--- src/rtl/multicycle_ctrl_fsm_if.sv ---
// Control bus between the multicycle control FSM and the MIPS datapath.
// Carries the instruction fields and zero flag in, and every datapath select and enable out.
// master = control unit (drives selects), slave = datapath (drives op/funct/zero).
interface multicycle_ctrl_fsm_if #(
  parameter int ST_W = 4
);
  logic [5:0]      op;
  logic [5:0]      funct;
  logic            zero;
  logic            PCen;
  logic            IorD;
  logic            Ori;
  logic            MemWrite;
  logic            IRWrite;
  logic            RegWrite;
  logic            ALUSrcA;
  logic            ANDIsel;
  logic [1:0]      ALUSrcB;
  logic [1:0]      PCSrc;
  logic [1:0]      RegDst;
  logic [1:0]      MemtoReg;
  logic [2:0]      ALUControl;
  logic [ST_W-1:0] state_o;

  modport master (
    input  op, funct, zero,
    output PCen, IorD, Ori, MemWrite, IRWrite, RegWrite, ALUSrcA, ANDIsel,
           ALUSrcB, PCSrc, RegDst, MemtoReg, ALUControl, state_o
  );

  modport slave (
    output op, funct, zero,
    input  PCen, IorD, Ori, MemWrite, IRWrite, RegWrite, ALUSrcA, ANDIsel,
           ALUSrcB, PCSrc, RegDst, MemtoReg, ALUControl, state_o
  );
endinterface

--- src/rtl/multicycle_ctrl_fsm.sv ---
// Multicycle MIPS control FSM: decodes op/funct into datapath selects/enables, 3-5 states per instruction.
// Latency: outputs registered with the state; PCen in BRANCH also follows zero combinationally.
// No backpressure: advances one state per clock; synchronous reset forces all outputs to 0.
// Optional feature macro: CTRL_BNE_EN (op 0x05 decodes to BRANCH with PCen = ~zero).
module multicycle_ctrl_fsm #(
  parameter int ST_W = 4
) (
  input  logic                  clk,
  input  logic                  reset,
  multicycle_ctrl_fsm_if.master bus
);

  typedef enum logic [3:0] {
    FETCH    = 4'd0,
    DECODE   = 4'd1,
    MEMADR   = 4'd2,
    MEMRD    = 4'd3,
    MEMWB    = 4'd4,
    MEMWR    = 4'd5,
    EXEC_R   = 4'd6,
    ALUWB_R  = 4'd7,
    EXEC_I   = 4'd8,
    ALUWB_I  = 4'd9,
    BRANCH   = 4'd10,
    JUMP     = 4'd11,
    JAL      = 4'd12,
    JR       = 4'd13,
    GPIO_IN  = 4'd14,
    GPIO_OUT = 4'd15
  } state_t;

  typedef struct packed {
    logic       pcen;
    logic       iord;
    logic       ori;
    logic       memwrite;
    logic       irwrite;
    logic       regwrite;
    logic       alusrca;
    logic       andisel;
    logic [1:0] alusrcb;
    logic [1:0] pcsrc;
    logic [1:0] regdst;
    logic [1:0] memtoreg;
    logic [2:0] aluctl;
  } ctrl_t;

  localparam logic [2:0] ALU_AND = 3'b000;
  localparam logic [2:0] ALU_OR  = 3'b001;
  localparam logic [2:0] ALU_ADD = 3'b010;
  localparam logic [2:0] ALU_SUB = 3'b110;
  localparam logic [2:0] ALU_SLT = 3'b111;

  state_t state;
  state_t nxt;
  ctrl_t  ctrl;
  logic   br_take;

  // R-type functions the datapath can execute; anything else is dropped in DECODE.
  function automatic logic rfunct_ok(input logic [5:0] f);
    return (f == 6'h20) || (f == 6'h22) || (f == 6'h24) || (f == 6'h25) || (f == 6'h2A);
  endfunction

  function automatic logic [2:0] alu_from_funct(input logic [5:0] f);
    case (f)
      6'h22:   return ALU_SUB;
      6'h24:   return ALU_AND;
      6'h25:   return ALU_OR;
      6'h2A:   return ALU_SLT;
      default: return ALU_ADD;
    endcase
  endfunction

  function automatic logic [2:0] alu_from_op(input logic [5:0] o);
    case (o)
      6'h0C:   return ALU_AND;
      6'h0D:   return ALU_OR;
      6'h0A:   return ALU_SLT;
      default: return ALU_ADD;
    endcase
  endfunction

  // Output pattern of a state. op/funct are stable from DECODE onward because the
  // IR only loads in FETCH, so they can be folded into the registered outputs.
  function automatic ctrl_t outs_for(input state_t s, input logic [5:0] o, input logic [5:0] f);
    ctrl_t c;
    c = '0;
    case (s)
      FETCH: begin
        c.irwrite = 1'b1;
        c.alusrcb = 2'b01;
        c.aluctl  = ALU_ADD;
        c.pcen    = 1'b1;
      end
      DECODE: begin
        c.alusrcb = 2'b11;
        c.aluctl  = ALU_ADD;
      end
      MEMADR, MEMRD, MEMWB, MEMWR: begin
        // Address computation is held across the whole access so ALU_o never moves.
        c.alusrca = 1'b1;
        c.alusrcb = 2'b10;
        c.aluctl  = ALU_ADD;
        c.iord     = (s != MEMADR);
        c.regwrite = (s == MEMWB);
        c.memtoreg = (s == MEMWB) ? 2'b01 : 2'b00;
        c.memwrite = (s == MEMWR);
      end
      EXEC_R: begin
        c.alusrca = 1'b1;
        c.aluctl  = alu_from_funct(f);
      end
      ALUWB_R: begin
        c.regdst   = 2'b01;
        c.regwrite = 1'b1;
      end
      EXEC_I: begin
        c.alusrca = 1'b1;
        c.alusrcb = 2'b10;
        c.aluctl  = alu_from_op(o);
      end
      ALUWB_I: begin
        c.regwrite = 1'b1;
      end
      BRANCH: begin
        // PCen is added combinationally from zero at the output.
        c.alusrca = 1'b1;
        c.aluctl  = ALU_SUB;
        c.pcsrc   = 2'b01;
      end
      JUMP: begin
        c.pcsrc = 2'b10;
        c.pcen  = 1'b1;
      end
      JAL: begin
        // $31 takes PC+4 on the same edge the PC jumps.
        c.pcsrc    = 2'b10;
        c.pcen     = 1'b1;
        c.regdst   = 2'b10;
        c.memtoreg = 2'b10;
        c.regwrite = 1'b1;
      end
      JR: begin
        c.pcsrc = 2'b11;
        c.pcen  = 1'b1;
      end
      GPIO_IN: begin
        c.ori     = 1'b1;
        c.alusrca = 1'b1;
        c.alusrcb = 2'b10;
        c.aluctl  = ALU_ADD;
      end
      GPIO_OUT: begin
        c.andisel = 1'b1;
      end
      default: c = '0;
    endcase
    return c;
  endfunction

  // Next-state selection; DECODE dispatches on op (and funct for R-type).
  always_comb begin
    nxt = FETCH;
    case (state)
      FETCH: nxt = DECODE;
      DECODE: begin
        case (bus.op)
          6'h23, 6'h2B:               nxt = MEMADR;
          6'h00: begin
            if (bus.funct == 6'h08)          nxt = JR;
            else if (rfunct_ok(bus.funct))   nxt = EXEC_R;
            else                             nxt = FETCH;
          end
          6'h08, 6'h0C, 6'h0D, 6'h0A: nxt = EXEC_I;
          6'h04:                      nxt = BRANCH;
`ifdef CTRL_BNE_EN
          6'h05:                      nxt = BRANCH;
`endif
          6'h02:                      nxt = JUMP;
          6'h03:                      nxt = JAL;
          6'h3F:                      nxt = GPIO_IN;
          6'h3E:                      nxt = GPIO_OUT;
          default:                    nxt = FETCH;
        endcase
      end
      MEMADR:  nxt = (bus.op == 6'h2B) ? MEMWR : MEMRD;
      MEMRD:   nxt = MEMWB;
      EXEC_R:  nxt = ALUWB_R;
      EXEC_I:  nxt = ALUWB_I;
      GPIO_IN: nxt = ALUWB_I;
      default: nxt = FETCH;
    endcase
  end

  // State register with outputs registered alongside it.
  always_ff @(posedge clk) begin
    if (reset) begin
      state <= FETCH;
      ctrl  <= outs_for(FETCH, bus.op, bus.funct);
    end else begin
      state <= nxt;
      ctrl  <= outs_for(nxt, bus.op, bus.funct);
    end
  end

  // Branch condition, evaluated in the BRANCH cycle itself.
  always_comb begin
`ifdef CTRL_BNE_EN
    br_take = (bus.op == 6'h05) ? ~bus.zero : bus.zero;
`else
    br_take = bus.zero;
`endif
  end

  // While reset is high every output is held at zero, so an aborted write never fires.
  assign bus.PCen       = ~reset & (ctrl.pcen | ((state == BRANCH) & br_take));
  assign bus.IorD       = ~reset & ctrl.iord;
  assign bus.Ori        = ~reset & ctrl.ori;
  assign bus.MemWrite   = ~reset & ctrl.memwrite;
  assign bus.IRWrite    = ~reset & ctrl.irwrite;
  assign bus.RegWrite   = ~reset & ctrl.regwrite;
  assign bus.ALUSrcA    = ~reset & ctrl.alusrca;
  assign bus.ANDIsel    = ~reset & ctrl.andisel;
  assign bus.ALUSrcB    = reset ? 2'b00 : ctrl.alusrcb;
  assign bus.PCSrc      = reset ? 2'b00 : ctrl.pcsrc;
  assign bus.RegDst     = reset ? 2'b00 : ctrl.regdst;
  assign bus.MemtoReg   = reset ? 2'b00 : ctrl.memtoreg;
  assign bus.ALUControl = reset ? 3'b000 : ctrl.aluctl;
  assign bus.state_o    = reset ? '0 : ST_W'(state);

endmodule

--- src/flat_wrapper.sv ---
// flat-port wrapper written by rule: the top's interface ports become plain ports
module multicycle_ctrl_fsm_flat 
#(
  parameter int ST_W = 4
)
  (clk, reset, bus_op, bus_funct, bus_zero, bus_PCen, bus_IorD, bus_Ori, bus_MemWrite, bus_IRWrite, bus_RegWrite, bus_ALUSrcA, bus_ANDIsel, bus_ALUSrcB, bus_PCSrc, bus_RegDst, bus_MemtoReg, bus_ALUControl, bus_state_o);
  multicycle_ctrl_fsm_if #(.ST_W(ST_W)) bus_i ();
  input  logic clk;
  input  logic reset;
  input wire logic [$bits(bus_i.op)-1:0] bus_op;
  input wire logic [$bits(bus_i.funct)-1:0] bus_funct;
  input wire logic [$bits(bus_i.zero)-1:0] bus_zero;
  output wire logic [$bits(bus_i.PCen)-1:0] bus_PCen;
  output wire logic [$bits(bus_i.IorD)-1:0] bus_IorD;
  output wire logic [$bits(bus_i.Ori)-1:0] bus_Ori;
  output wire logic [$bits(bus_i.MemWrite)-1:0] bus_MemWrite;
  output wire logic [$bits(bus_i.IRWrite)-1:0] bus_IRWrite;
  output wire logic [$bits(bus_i.RegWrite)-1:0] bus_RegWrite;
  output wire logic [$bits(bus_i.ALUSrcA)-1:0] bus_ALUSrcA;
  output wire logic [$bits(bus_i.ANDIsel)-1:0] bus_ANDIsel;
  output wire logic [$bits(bus_i.ALUSrcB)-1:0] bus_ALUSrcB;
  output wire logic [$bits(bus_i.PCSrc)-1:0] bus_PCSrc;
  output wire logic [$bits(bus_i.RegDst)-1:0] bus_RegDst;
  output wire logic [$bits(bus_i.MemtoReg)-1:0] bus_MemtoReg;
  output wire logic [$bits(bus_i.ALUControl)-1:0] bus_ALUControl;
  output wire logic [$bits(bus_i.state_o)-1:0] bus_state_o;
  assign bus_i.op = bus_op;
  assign bus_i.funct = bus_funct;
  assign bus_i.zero = bus_zero;
  assign bus_PCen = bus_i.PCen;
  assign bus_IorD = bus_i.IorD;
  assign bus_Ori = bus_i.Ori;
  assign bus_MemWrite = bus_i.MemWrite;
  assign bus_IRWrite = bus_i.IRWrite;
  assign bus_RegWrite = bus_i.RegWrite;
  assign bus_ALUSrcA = bus_i.ALUSrcA;
  assign bus_ANDIsel = bus_i.ANDIsel;
  assign bus_ALUSrcB = bus_i.ALUSrcB;
  assign bus_PCSrc = bus_i.PCSrc;
  assign bus_RegDst = bus_i.RegDst;
  assign bus_MemtoReg = bus_i.MemtoReg;
  assign bus_ALUControl = bus_i.ALUControl;
  assign bus_state_o = bus_i.state_o;
  multicycle_ctrl_fsm #(.ST_W(ST_W)) u_core (.clk(clk), .reset(reset), .bus(bus_i));
endmodule
--- config.mk ---
export PLATFORM = sky130hd
export DESIGN_NAME = multicycle_ctrl_fsm_flat
export DESIGN_NICKNAME = d
export VERILOG_FILES = /design/src/rtl/multicycle_ctrl_fsm_if.sv /design/src/rtl/multicycle_ctrl_fsm.sv /design/src/flat_wrapper.sv
export SDC_FILE = /design/constraint.sdc
export NUM_CORES = 1
export LEC_CHECK = 0
export BUFFER_PORTS_ARGS = -buffer_cell sky130_fd_sc_hd__buf_2
export CAP_MARGIN = 25
export CORE_MARGIN = 10
export CORE_UTILIZATION = 48
export DETAILED_ROUTE_END_ITERATION = 16
export GPL_TIMING_DRIVEN = 0
export PLACE_DENSITY = 0.79
export SLEW_MARGIN = 20
export SYNTH_ARGS = -nofsm -noshare
export SYNTH_HDL_FRONTEND = slang
export SYNTH_SLANG_ARGS = --single-unit
--- constraint.sdc ---
create_clock -name clk -period 2.2 [get_ports clk]
set_clock_uncertainty 0.1 [all_clocks]
set_input_delay 0.44 -clock clk [delete_from_list [all_inputs] [get_ports clk]]
set_output_delay 0.44 -clock clk [all_outputs]
set_load 0.01 [all_outputs]
==> results.toml <==
[power]
powerDensity_nw_per_um2 = 406.7
p_seq_frac = 0.526
combPwrFrac = 0.224
p_int_mw = 0.5725
switching_share = 0.2930
max-vdd-ir-drop_mv = 0.1896
power_frac_clock = 0.249
p_leak_nw = 0.8451
p_switching_mw = 0.2372

[setup_path]
critical_path_class = "primary input to flip-flop"
slowest_delay_ns = 0.56
worstPathMaxFanout = 9
worstRegToRegCells = 8
crit_family = "simple AND/OR/NAND/NOR gates"
worst_setup_path_start_kind = "primary input"
end_kind = "flip-flop"
crit_slowest_cell = "or4_4"
r2r-start = "u_core.state[1]"
cp.arrival_ns = 2.37
required_ns = 2.38
path_cells = "buf_8 -> or4_4 -> nor3_4 -> and3_1 -> o311ai_4 -> and2_1 -> clkbuf_2 -> nor4_1 -> a311o_1"
path_buf_inv = 2
r2r-end = "u_core.ctrl[1]"
worst-r2r-setup-slack_ns = 0.15

[clock_network]
tritoncts = "built"
clockRootBuffer = "clkbuf_4"
clock-sinks = 23
path_clk_slew_ns = 0.13
cts_hold_buf = 0
cts_buffers = 3
htreeDepth = 1
clk-insertion-delay-late_ns = 0.33
cts_buffer_depth = 2

[synthesis]
yosysTopAreaCellShare = 0.2944
yosysUniqueCellTypes = 57
synth_seq_cells = 23
netlist_instances = 195
yosys.area.top_type = "dfxtp_1"
yosysSeqAreaShare = 0.2944
ys_top_cells_by_area = "dfxtp_1, nor2b_1, nor2_1, a21oi_1, nand2_1"
yosysWarnings = 0
async_flop_share = 0
avgSynthCellArea_sq_um = 8.021
netlist_area_sq_um = 1564
synthFlopType = "dfxtp_1"
syn_nets = 210
synth_edf_count = 0

[finish]
area.growth.synth_to_final_pct = 27.28
diodes = 0
final_common_cell = "buf_2"
fin_nets = 252
mostFrequentLayoutCells = "buf_2, nor2b_1, dfxtp_1, nor2_1"
n_fill_cell = 279
drive_above_1_share = 0.3305

[placement]
post-place-ws_ns = -0.4585
hpwl_um = 3006
port_buffers = 35
place.gp.congestion = 0.9072

[die]
design.core.area_sq_um = 3078
rows = 20
io_pins = 38
die_h_um = 77.08
start_util = 0.5081
dieArea_sq_um = 5941
die_w_um = 77.08

[drt]
drc = 0
firstDrtPassIters = 4
wirelength_um = 4064
route.antenna.remaining_nets = 0
via_count = 1538
drtIter0Drc = 183
routedWlPerCell_um = 14.51
routed_via_density = 5.493

[sta]
worst_pin_slew_ns = 0.4671
post-route-period-util = 0.9961
finalSetupViolCount = 0
hold_violations = 0
max_slew_margin = 0.6842
fin_crit_ns = 2.191
setup_ws_ns = 0.008538
hold_slack_ns = 0.3071
max_freq_mhz = 456.3
finalSetupTns_ns = 0
drv_slew = 0

[hold_path]
min_path_type = "primary input to flip-flop"
min_from = "bus_op[3]"
min_delay_path_depth = 3
worstHoldEndpoint = "u_core.ctrl[0]"

[grt]
grt_pass1_wl_um = 6479
grt_max_degree = 14
grt.total_usage = 0.1275
grt_pass1_vias = 1417
antenna_found_initial = 0
overflow = 0

[job]
drv_cap = 0

[run_status]
status = "finished, final reports clean"
final cells by class:
cell class	instances	area, sq um	area share
buffer	14	121.4	0.06097
clock buffer	3	22.52	0.01131
clock inverter	1	5.005	0.002514
inverter	5	18.77	0.009428
multi-input combinational	151	1094	0.5493
sequential	23	462.9	0.2326
tap	44	55.05	0.02766
timing repair buffer	39	211.5	0.1062
layer usage:
metal / global-route usage / part of all wire / up-vias
li1: - / - / 780
met1: 0.1404 / 0.44 / 711
met2: 0.2319 / 0.50 / 42
met3: 0.02681 / 0.048 / 5
met4: 0.04927 / 0.017 / 0
met5: 0 / 0 / -
Yosys cell counts (3+ instances only):
| master | n |
|---|---|
| and2_1 | 5 |
| o31ai_1 | 3 |
| nor3_1 | 7 |
| nor3b_1 | 3 |
| nand2b_1 | 6 |
| inv_1 | 5 |
| dfxtp_1 | 23 |
| nand3_1 | 6 |
| clkbuf_1 | 6 |
| o21ai_0 | 3 |
| nand2_1 | 13 |
| nand4_1 | 3 |
| nor2b_1 | 23 |
| buf_6 | 4 |
| a21oi_1 | 11 |
| nor2_1 | 20 |
registers in the layout, indices dropped and copies added, names as in the netlist:
signal        cells
u_core.ctrl      19
u_core.state      4
worst min-delay path: stages:
cell and delay [ns]:
buf_6 0.12, nand4_1 0.07, a21oi_1 0.06
power groups by stage:
stage,clock network (mW),logic [mW],registers (mW)
after floorplan,0,0.108,0.434
after global placement,0,0.154,0.435
after detailed placement,0,0.156,0.435
after CTS,0.200,0.161,0.426
after global routing,0.221,0.197,0.428
final,0.202,0.182,0.426
per-stage QoR:
step	util	instances	total power [mW]	cell area, sq um
floorplan	-	195	0.5425	1602
global placement	0.5951	274	0.5889	1832
detailed placement	0.5951	274	0.5909	1832
CTS	0.6130	279	0.7864	1887
global route	0.6467	280	0.8462	1991
finish	0.6467	280	0.8097	1991
kinds of logic (layout without fill, tap and decap cells):
logic type,after synthesis,count (layout),share of synthesized area
buffers and inverters,21,62,0.07600
XOR/XNOR,2,2,0.01120
AND/OR/NAND/NOR,101,101,0.3640
AO/OA/AOI/OAI,46,46,0.2416
multiplexers,2,2,0.01280
flip-flops,23,23,0.2944
how the worst max path moves through the flow:
stage	start	end	slack [ns]	cells past startpoint
4_1_cts	bus_op[4]	u_core.ctrl[1]	0.004	8
3_3_place_gp	bus_op[2]	u_core.ctrl[1]	-0.43	9
3_5_place_dp	bus_op[2]	u_core.ctrl[1]	-0.46	9
6_report	bus_op[5]	u_core.ctrl[18]	0.009	9
5_1_grt	bus_op[5]	u_core.ctrl[18]	-0.03	9
2_1_floorplan	bus_op[2]	u_core.ctrl[1]	-0.13	8
repair_timing:
item / in CTS / in global routing
buffers inserted: 2 / 2
setup endpoints to repair: 14 / 18
gates resized for setup: 4 / 25
pin swaps: 4 / 4
(Power assumes the default switching activity.)
